==> src/rtl/sqrt_mant_seq_if.sv <==
// Valid/ready handshake bundle between the unpack stage, the mantissa
// square-root sequencer and the rounding/pack stage.
interface sqrt_mant_seq_if #(
  parameter int unsigned ROOT_W = 24
);
  logic                  in_valid;
  logic                  in_ready;
  logic [2*ROOT_W-1:0]   in_rad;
  logic                  out_valid;
  logic                  out_ready;
  logic [ROOT_W-1:0]     out_root;
  logic [ROOT_W:0]       out_rem;
  logic                  out_inexact;

  modport master (
    output in_valid,
    output in_rad,
    output out_ready,
    input  in_ready,
    input  out_valid,
    input  out_root,
    input  out_rem,
    input  out_inexact
  );

  modport slave (
    input  in_valid,
    input  in_rad,
    input  out_ready,
    output in_ready,
    output out_valid,
    output out_root,
    output out_rem,
    output out_inexact
  );
endinterface

==> src/rtl/sqrt_mant_seq.sv <==
// Mantissa square-root sequencer: non-restoring digit recurrence, one root
// bit per clock, sharing a single ROOT_W+2-bit adder for iterate and fix-up.
module sqrt_mant_seq #(
  parameter int unsigned ROOT_W = 24
) (
  input  logic            clk,
  input  logic            rst_n,
  input  logic            flush,
  sqrt_mant_seq_if.slave  bus,
  output logic            busy
);
  localparam int unsigned RW    = ROOT_W + 2;
  localparam int unsigned CNT_W = $clog2(ROOT_W);

  typedef enum logic [1:0] {IDLE, ITER, FIX, DONE} state_t;

  state_t               state_q;
  logic [RW-1:0]        r_q;
  logic [ROOT_W-1:0]    q_q;
  logic [2*ROOT_W-1:0]  d_q;
  logic [CNT_W-1:0]     cnt_q;
  logic                 in_ready_q;
  logic                 out_valid_q;
  logic                 busy_q;
  logic [ROOT_W-1:0]    out_root_q;
  logic [ROOT_W:0]      out_rem_q;
  logic                 out_inexact_q;

  logic                 r_neg;
  logic [RW-1:0]        add_a;
  logic [RW-1:0]        add_b;
  logic                 add_cin;
  logic [RW-1:0]        add_sum;
  logic [RW-1:0]        fix_r;

  assign r_neg = r_q[RW-1];

  // D is shifted left two bits per iteration, so the current digit pair
  // P = D[2*count+1:2*count] is always found in the top two bits.
  always_comb begin
    add_a   = r_q;
    add_b   = {1'b0, q_q, 1'b1};
    add_cin = 1'b0;
    if (state_q == ITER) begin
      add_a = {r_q[RW-3:0], d_q[2*ROOT_W-1 -: 2]};
      if (!r_neg) begin
        add_b   = ~{q_q, 2'b01};
        add_cin = 1'b1;
      end else begin
        add_b   = {q_q, 2'b11};
      end
    end
    add_sum = add_a + add_b + RW'(add_cin);
    fix_r   = r_neg ? add_sum : r_q;
  end

  always_ff @(posedge clk or negedge rst_n) begin
    if (!rst_n) begin
      state_q       <= IDLE;
      r_q           <= '0;
      q_q           <= '0;
      d_q           <= '0;
      cnt_q         <= '0;
      in_ready_q    <= 1'b1;
      out_valid_q   <= 1'b0;
      busy_q        <= 1'b0;
      out_root_q    <= '0;
      out_rem_q     <= '0;
      out_inexact_q <= 1'b0;
    end else if (flush) begin
      state_q     <= IDLE;
      r_q         <= '0;
      q_q         <= '0;
      cnt_q       <= '0;
      in_ready_q  <= 1'b1;
      out_valid_q <= 1'b0;
      busy_q      <= 1'b0;
    end else begin
      case (state_q)
        IDLE: begin
          if (bus.in_valid && in_ready_q) begin
            d_q        <= bus.in_rad;
            r_q        <= '0;
            q_q        <= '0;
            cnt_q      <= CNT_W'(ROOT_W - 1);
            in_ready_q <= 1'b0;
            busy_q     <= 1'b1;
            state_q    <= ITER;
          end
        end
        ITER: begin
          r_q   <= add_sum;
          q_q   <= {q_q[ROOT_W-2:0], ~add_sum[RW-1]};
          d_q   <= d_q << 2;
          cnt_q <= cnt_q - 1'b1;
          if (cnt_q == '0) begin
            state_q <= FIX;
          end
        end
        FIX: begin
          r_q           <= fix_r;
          out_root_q    <= q_q;
          out_rem_q     <= fix_r[ROOT_W:0];
          out_inexact_q <= |fix_r;
          out_valid_q   <= 1'b1;
          busy_q        <= 1'b0;
          state_q       <= DONE;
        end
        DONE: begin
          if (bus.out_ready) begin
            out_valid_q <= 1'b0;
            in_ready_q  <= 1'b1;
            state_q     <= IDLE;
          end
        end
        default: begin
          state_q <= IDLE;
        end
      endcase
    end
  end

  assign bus.in_ready    = in_ready_q;
  assign bus.out_valid   = out_valid_q;
  assign bus.out_root    = out_root_q;
  assign bus.out_rem     = out_rem_q;
  assign bus.out_inexact = out_inexact_q;
  assign busy            = busy_q;
endmodule
==> src/flat_wrapper.sv <==
// flat-port wrapper written by rule: the top's interface ports become plain ports
module sqrt_mant_seq_flat 
#(
  parameter int unsigned ROOT_W = 24
)
  (clk, rst_n, flush, busy, bus_in_valid, bus_in_rad, bus_out_ready, bus_in_ready, bus_out_valid, bus_out_root, bus_out_rem, bus_out_inexact);
  sqrt_mant_seq_if #(.ROOT_W(ROOT_W)) bus_i ();
  input  logic clk;
  input  logic rst_n;
  input  logic flush;
  output logic busy;
  input wire logic [$bits(bus_i.in_valid)-1:0] bus_in_valid;
  input wire logic [$bits(bus_i.in_rad)-1:0] bus_in_rad;
  input wire logic [$bits(bus_i.out_ready)-1:0] bus_out_ready;
  output wire logic [$bits(bus_i.in_ready)-1:0] bus_in_ready;
  output wire logic [$bits(bus_i.out_valid)-1:0] bus_out_valid;
  output wire logic [$bits(bus_i.out_root)-1:0] bus_out_root;
  output wire logic [$bits(bus_i.out_rem)-1:0] bus_out_rem;
  output wire logic [$bits(bus_i.out_inexact)-1:0] bus_out_inexact;
  assign bus_i.in_valid = bus_in_valid;
  assign bus_i.in_rad = bus_in_rad;
  assign bus_i.out_ready = bus_out_ready;
  assign bus_in_ready = bus_i.in_ready;
  assign bus_out_valid = bus_i.out_valid;
  assign bus_out_root = bus_i.out_root;
  assign bus_out_rem = bus_i.out_rem;
  assign bus_out_inexact = bus_i.out_inexact;
  sqrt_mant_seq #(.ROOT_W(ROOT_W)) u_core (.clk(clk), .rst_n(rst_n), .flush(flush), .bus(bus_i), .busy(busy));
endmodule
==> config.mk <==
export PLATFORM = sky130hd
export DESIGN_NAME = sqrt_mant_seq_flat
export DESIGN_NICKNAME = d
export VERILOG_FILES = /design/src/rtl/sqrt_mant_seq_if.sv /design/src/rtl/sqrt_mant_seq.sv /design/src/flat_wrapper.sv
export SDC_FILE = /design/constraint.sdc
export NUM_CORES = 1
export LEC_CHECK = 0
export BUFFER_PORTS_ARGS = -buffer_cell sky130_fd_sc_hd__clkbuf_2
export CORE_MARGIN = 4
export CORE_UTILIZATION = 30
export DETAILED_ROUTE_END_ITERATION = 8
export SETUP_SLACK_MARGIN = 0.02
export SLEW_MARGIN = 20
export SYNTH_ARGS = -nofsm -noshare
export SYNTH_HDL_FRONTEND = slang
export SYNTH_SLANG_ARGS = --single-unit
==> constraint.sdc <==
create_clock -name clk -period 7.62 [get_ports clk]
set_clock_uncertainty 0.15 [all_clocks]
set_input_delay 1.143 -clock clk [delete_from_list [all_inputs] [get_ports clk]]
set_output_delay 1.143 -clock clk [all_outputs]
set_load 0.01 [all_outputs]
== Yosys cells after proc, flatten, opt, wreduce, memory -nomap -nowiden ==
Index checks and enable logic that the tools add are counted.

* Register bits after elaboration: 158
* Input bits: 53
* Logic and storage cells: 74

* Add/sub/neg operators: 3
* Eq/ne operators: 7
* Mux-type cells: 32
* Bitwise logic cells: 3
* Reduce and logical (&&, ||, !) cells: 18

{| class="wikitable"
|+ Operator list
! operator !! number
|-
| 26-bit 2-to-1 mux || 6
|-
| 48-bit one-hot mux with 2 select lines || 1
|-
| 26-bit one-hot mux with 3 select lines || 1
|-
| 24-bit 2-to-1 mux || 2
|-
| 48-bit 2-to-1 mux || 1
|-
| 24-bit one-hot mux with 2 select lines || 1
|-
| 26-bit by 1-bit adder with 26-bit output || 1
|-
| 26-bit adder || 1
|-
| 26-bit inverter || 1
|-
| 26-bit OR reduction || 1
|-
| 3-bit nonzero test || 4
|-
| 5-bit 2-to-1 mux || 2
|-
| 5-bit one-hot mux with 2 select lines || 1
|-
| 2-bit AND reduction || 5
|-
| 1-bit 2-to-1 mux || 9
|-
| 3-bit AND reduction || 3
|-
| 2-bit 2-to-1 mux || 4
|-
| 2-bit one-hot mux with 4 select lines || 1
|-
| 3-bit inequality test (second input constant) || 2
|-
| 1-bit one-hot mux with 2 select lines || 3
|-
| 5-bit zero test || 1
|-
| 5-bit by 1-bit subtractor with 5-bit output (second input constant) || 1
|-
| 2-bit equality test (second input constant) || 2
|-
| 4-bit nonzero test || 1
|-
| other kinds (7) || 8
|}

== Longest topological paths before layout ==
* Depth in word-level cells: 8
* Depth in mapped cells: 19
* Depth with buffers taken out: 16

== Least setup slack after synthesis ==
OpenSTA, ideal clock, no wires.

* Kind: flip-flop to flip-flop
* Start point: register u_core.r_q[25]
* End point: register u_core.out_inexact_q, in the netlist u_core.bus.out_inexact
* Library setup time: 135 ps
* Arrival: 4501 ps
* Slack: 2834 ps
* Cell stages (with the launch flop): 18
* Path buffers: 6
* Clock period less this slack: 4786 ps
* Path through: dfrtp_1 clkbuf_1 buf_1 buf_2 buf_2 buf_2 xnor2_1 mux2_2 ha_1 clkbuf_1 a21oi_1 o211ai_1 a21boi_0 mux2i_1 o211ai_1 or4_1 a2111oi_2 a31oi_1

* Longest elaborated chain between the ends: 6
* Elaborated cells between the ends (all ways): 9
* Those cells by class: add/sub: 2; mux: 6; reduce/logical: 1

{| class="wikitable"
|+ RTL lines
! element !! RTL line !! text
|-
| from (decl) || sqrt_mant_seq.sv:18 || <nowiki>logic [RW-1:0] r_q;</nowiki>
|-
| from (signal assigned) || sqrt_mant_seq.sv:92 || <nowiki>r_q <= add_sum;</nowiki>
|-
| from (signal assigned) || sqrt_mant_seq.sv:101 || <nowiki>r_q <= fix_r;</nowiki>
|-
| 26-bit 2-to-1 mux || sqrt_mant_seq.sv:46 || <nowiki>if (!r_neg) begin</nowiki>
|-
| 26-bit 2-to-1 mux || sqrt_mant_seq.sv:44 || <nowiki>if (state_q == ITER) begin</nowiki>
|-
| 26-bit adder || sqrt_mant_seq.sv:53 || <nowiki>add_sum = add_a + add_b + RW'(add_cin);</nowiki>
|-
| 26-bit by 1-bit adder with 26-bit output || sqrt_mant_seq.sv:53 ||
|-
| 26-bit 2-to-1 mux * || sqrt_mant_seq.sv:54 || <nowiki>fix_r = r_neg ? add_sum : r_q;</nowiki>
|-
| 26-bit OR reduction * || sqrt_mant_seq.sv:104 || <nowiki>out_inexact_q <= |fix_r;</nowiki>
|-
| to (signal assigned) || sqrt_mant_seq.sv:104 ||
|-
| to (decl) || sqrt_mant_seq.sv:27 || <nowiki>logic out_inexact_q;</nowiki>
|}

Mark *: on every way between the ends. The rest lies on a longest branch, timed or not.
A chain may end at the register's enable or synchronous reset.

== Worst setup path after layout ==
* Start point: register u_core.state_q[1]
* End point: register u_core.out_inexact_q, in the netlist u_core.bus.out_inexact

* Longest elaborated chain between the ends: 6
* Elaborated cells between the ends (all ways): 10
* Those cells by class: add/sub: 2; eq/ne: 2; mux: 4; reduce/logical: 2

{| class="wikitable"
|+ RTL lines
! element !! RTL line !! text
|-
| from (decl) || sqrt_mant_seq.sv:17 || <nowiki>state_t state_q;</nowiki>
|-
| from (signal assigned) || sqrt_mant_seq.sv:59 || <nowiki>state_q <= IDLE;</nowiki>
|-
| from (signal assigned) || sqrt_mant_seq.sv:71 || <nowiki>state_q <= IDLE;</nowiki>
|-
| from (signal assigned) || sqrt_mant_seq.sv:88 || <nowiki>state_q <= ITER;</nowiki>
|-
| 2-bit by 1-bit equality test with 1-bit output || sqrt_mant_seq.sv:44 ||
|-
| 26-bit 2-to-1 mux || sqrt_mant_seq.sv:44 ||
|-
| 26-bit adder || sqrt_mant_seq.sv:53 ||
|-
| 26-bit by 1-bit adder with 26-bit output || sqrt_mant_seq.sv:53 ||
|-
| 26-bit 2-to-1 mux || sqrt_mant_seq.sv:54 ||
|-
| 26-bit OR reduction || sqrt_mant_seq.sv:104 ||
|}

Parallel ways exist; a longest one is shown, timed or not.

==> flow_metrics.py <==
metrics = {
    "status": {
        "status": "finished, final reports clean",
    },
    "routing": {
        "drt_pass1_iterations": 5,
        "wire_per_inst_um": 17.0,
        "ant_nets": 0,
        "via_count": 7822,
        "vias_per_cell": 5.19,
        "drtIter0Drc": 436,
        "drc": 0,
        "wl_mm": 25.7,
    },
    "cts": {
        "clock-root-buffer": "clkbuf_16",
        "clk_path_buf_depth": 2,
        "cts.sinks": 158,
        "ctsHtreeMaxLevel": 4,
        "clk_pin_slew_ns": 0.07,
        "cts_tree": "yes",
        "cts_setup_buffers": 0,
        "clock_latency_ns": 0.44,
        "cts.repair.resized": 0,
        "cts_made_buffers": 17,
        "cts_hold_buf": 0,
    },
    "setup_path": {
        "worstPathCellList": "inv_1 -> ha_2 -> buf_4 -> mux2_2 -> ha_1 -> a21oi_1 -> o21ai_0 -> mux2i_1 -> o311ai_0 -> a311oi_1 -> nand4_1 -> or4_1 -> a2111oi_2 -> a31oi_1",
        "required_ns": 7.78,
        "arrival_ns": 5.55,
        "cp_num_buf_inv": 2,
        "critical_path.slowest_cell": "ha_2",
        "crit_family": "compound AO/OA/AOI/OAI gates",
        "startpoint": "u_core.state_q[1]",
        "start_kind": "flip-flop",
        "critPathMaxStageDelay_ns": 0.83,
        "cp-end-kind": "flip-flop",
        "r2r-start": "u_core.state_q[1]",
        "worstSetupPathType": "reg2reg",
        "cp_max_fo": 37,
        "rrSetupSlack_ns": 2.22,
    },
    "power_and_ir_drop": {
        "peakVddDrop_uv": 185,
        "finalPower_mw": 3.61,
        "p_leak_nw": 4.90,
        "powerDensity_nw_per_um2": 330,
    },
    "sta": {
        "min_period_over_period": 0.709,
        "worst_pin_slew_ns": 0.931,
        "drv_slew": 0,
        "slew_headroom": 0.379,
        "setup_viol": 0,
        "fmax_mhz": 185,
        "fin_setup_tns_ns": 0,
        "rsz0062_at_grt": "false",
        "fin_crit_ns": 5.40,
        "hold_viol": 0,
    },
    "floorplanning": {
        "die_h_um": 186,
        "start_util": 0.307,
        "num_rows": 64,
        "ios": 106,
        "die_w_um": 186,
        "core_um2": 30900,
        "fp.dieArea_um2": 34500,
    },
    "hold_path": {
        "min_from": "u_core.bus.out_root[21]",
        "hold_class": "reg2reg",
    },
    "grt": {
        "grt_pass1_vias": 7856,
        "antenna_found_initial": 0,
        "gr-usage-all-layers": 0.152,
        "grt_start_max_net_pins": 97,
        "grt_pass1_wl_mm": 41.9,
        "grt_overflow": 0,
    },
    "synthesis": {
        "syn_inst": 1032,
        "ys_ff_latch": 158,
        "syn_area_um2": 9480,
        "yosysWarnings": 0,
        "yosysUniqueCellTypes": 72,
        "avgSynthCellArea_um2": 9.19,
        "async_reset_ff_frac": 1.00,
        "syn_nets": 1119,
        "yosys_most_used_dff": "dfrtp_1",
        "yosysSeqAreaShare": 0.417,
        "synth_edf_count": 0,
    },
    "placed_design": {
        "place_hpwl_mm": 18.2,
        "place.gp.congestion": 0.942,
        "numPortBuffers": 105,
    },
    "layout": {
        "nets": 1186,
        "syn_to_final_growth_pct": 15.7,
        "layout-drive-gt1-share": 0.207,
        "diodes": 0,
    },
    "job": {
        "maxCapViolations": 0,
    },
}
-- area by class of cell --
cell class / count / area, um^2
Inverter: 22 / 82.6
Multi-Input combinational cell: 782 / 5180
Clock buffer: 18 / 439
Fill cell: 3205 / 19900
Clock inverter: 14 / 180
Tap cell: 396 / 495
Sequential cell: 158 / 3960
Timing Repair Buffer: 118 / 629
-- cells by family after synthesis --
logic type / after synthesis / share of synthesized area
mux: 104 / 0.116
xor+xnor: 44 / 0.0407
fa+ha+maj: 34 / 0.0465
flops: 158 / 0.417
simple gates: 335 / 0.153
buf+inv: 92 / 0.0405
compound gates: 265 / 0.186
-- metal layers --
layer  track usage  vias to the layer above  wire, um  part of all wire
met5             0                        -         0                 0
met4        0.0481                        0       585             0.023
met2         0.254                      176     12400              0.48
met3        0.0432                       35      1460             0.057
li1              -                     3793         -                 -
met1         0.189                     3818     11200              0.44
-- worst register-to-register path, cell delays in order, from the launching register on --
cell and delay (ns):
dfrtp_1 0.42, inv_1 0.16, ha_2 0.83, buf_4 0.45, mux2_2 0.39, ha_1 0.38
a21oi_1 0.12, o21ai_0 0.55, mux2i_1 0.25, o311ai_0 0.22, a311oi_1 0.30, nand4_1 0.14
or4_1 0.44, a2111oi_2 0.36, a31oi_1 0.12
-- per-stage QoR --
| step | instance area, um^2 | util | std cells | hold WS, ns | setup slack [ns] |
|---|---|---|---|---|---|
| floorplan | 9480 | - | 1032 | 0.316 | 2.83 |
| CTS | 11000 | 0.355 | 1508 | 0.330 | 2.26 |
| detailed placement | 10300 | 0.335 | 1476 | 0.314 | 2.29 |
| global route | 11000 | 0.355 | 1508 | 0.343 | 1.92 |
| finish | 11000 | 0.355 | 1508 | 0.323 | 2.22 |
| global placement | 10300 | 0.335 | 1476 | 0.308 | 2.44 |
-- final timing paths --
check                                          end  depth (start not counted)
max in group asynchronous           u_core.r_q[25]                          2
min reg2reg                u_core.bus.out_root[21]                          2
min in group asynchronous  u_core.bus.out_root[16]                          1
min                        u_core.bus.out_root[21]                          2
max reg2reg                 u_core.bus.out_inexact                         14
max                         u_core.bus.out_inexact                         14
-- layout by cell type, fill, tap and decap left out, types with 5 or more instances in the layout --
master     Yosys  layout
nor2b_1        9       9
a21oi_1       85      85
a22oi_1        6       6
dfrtp_1      157     156
and2_1         5       5
inv_1         22      22
nand3b_1       5       5
mux2i_1       56      56
o211ai_1       7       7
nand4_1        9       9
mux2_2        48      48
nor3_1        10       9
a211oi_1      10      10
ha_1          32      30
nor2_1        81      79
nand3_1        9       9
clkbuf_2       0     104
buf_4          2      13
a22o_1        28      28
clkbuf_16      0      17
or2_2          6       6
o21ai_0       62      62
a2bb2oi_1      8       8
xnor2_1       37      37
xor2_1         7       7
nor4_1         5       5
or3_1          5       5
nand2_1      181     181
-- synthesized netlist by cell type (3+ instances only) --
| cell | n | area share |
|---|---|---|
| nand2_1 | 181 | 0.072 |
| dfrtp_1 | 157 | 0.41 |
| a21oi_1 | 85 | 0.045 |
| nor2_1 | 81 | 0.032 |
| o21ai_0 | 62 | 0.033 |
| mux2i_1 | 56 | 0.059 |
| mux2_2 | 48 | 0.057 |
| clkbuf_1 | 45 | 0.018 |
| xnor2_1 | 37 | 0.034 |
| ha_1 | 32 | 0.042 |
| a22o_1 | 28 | 0.026 |
| inv_1 | 22 | 0.0087 |
| buf_1 | 13 | 0.0051 |
| a211oi_1 | 10 | 0.0079 |
| nor3_1 | 10 | 0.0053 |
| nand3_1 | 9 | 0.0048 |
| nand4_1 | 9 | 0.0059 |
| nor2b_1 | 9 | 0.0059 |
| a2bb2oi_1 | 8 | 0.0074 |
| buf_2 | 7 | 0.0037 |
| o211ai_1 | 7 | 0.0055 |
| xor2_1 | 7 | 0.0065 |
| a22oi_1 | 6 | 0.0048 |
| or2_2 | 6 | 0.0040 |
| and2_1 | 5 | 0.0033 |
| nand3b_1 | 5 | 0.0040 |
| nor4_1 | 5 | 0.0033 |
| or3_1 | 5 | 0.0033 |
| a311oi_1 | 4 | 0.0037 |
| a31oi_1 | 4 | 0.0026 |
| a32oi_1 | 4 | 0.0037 |
| o21a_1 | 4 | 0.0032 |
| a21boi_0 | 3 | 0.0024 |
| a21o_1 | 3 | 0.0024 |
| a41oi_1 | 3 | 0.0028 |
| buf_6 | 3 | 0.0036 |
| nand2b_1 | 3 | 0.0020 |
| o221ai_1 | 3 | 0.0028 |
| o31a_1 | 3 | 0.0028 |
-- state kept, by name, summed over array words and instances, names as in the netlist --
| register | count |
|---|---|
| u_core.busy | 1 |
| u_core.state_q | 2 |
| u_core.bus.in_ready | 1 |
| u_core.bus.out_root | 24 |
| u_core.cnt_q | 5 |
| u_core.r_q | 26 |
| u_core.bus.out_valid | 1 |
| u_core.bus.out_inexact | 1 |
| u_core.q_q | 24 |
| u_core.d_q | 48 |
| u_core.bus.out_rem | 25 |
-- report_power, final --
part	leakage (nW)	total [mW]	switching (mW)	internal (mW)
logic	2.55	1.55	0.954	0.600
clock network	0.303	0.910	0.380	0.530
registers	2.05	1.15	0.123	1.03
total	4.90	3.61	1.46	2.16
Power figures use the tool's default switching activity.
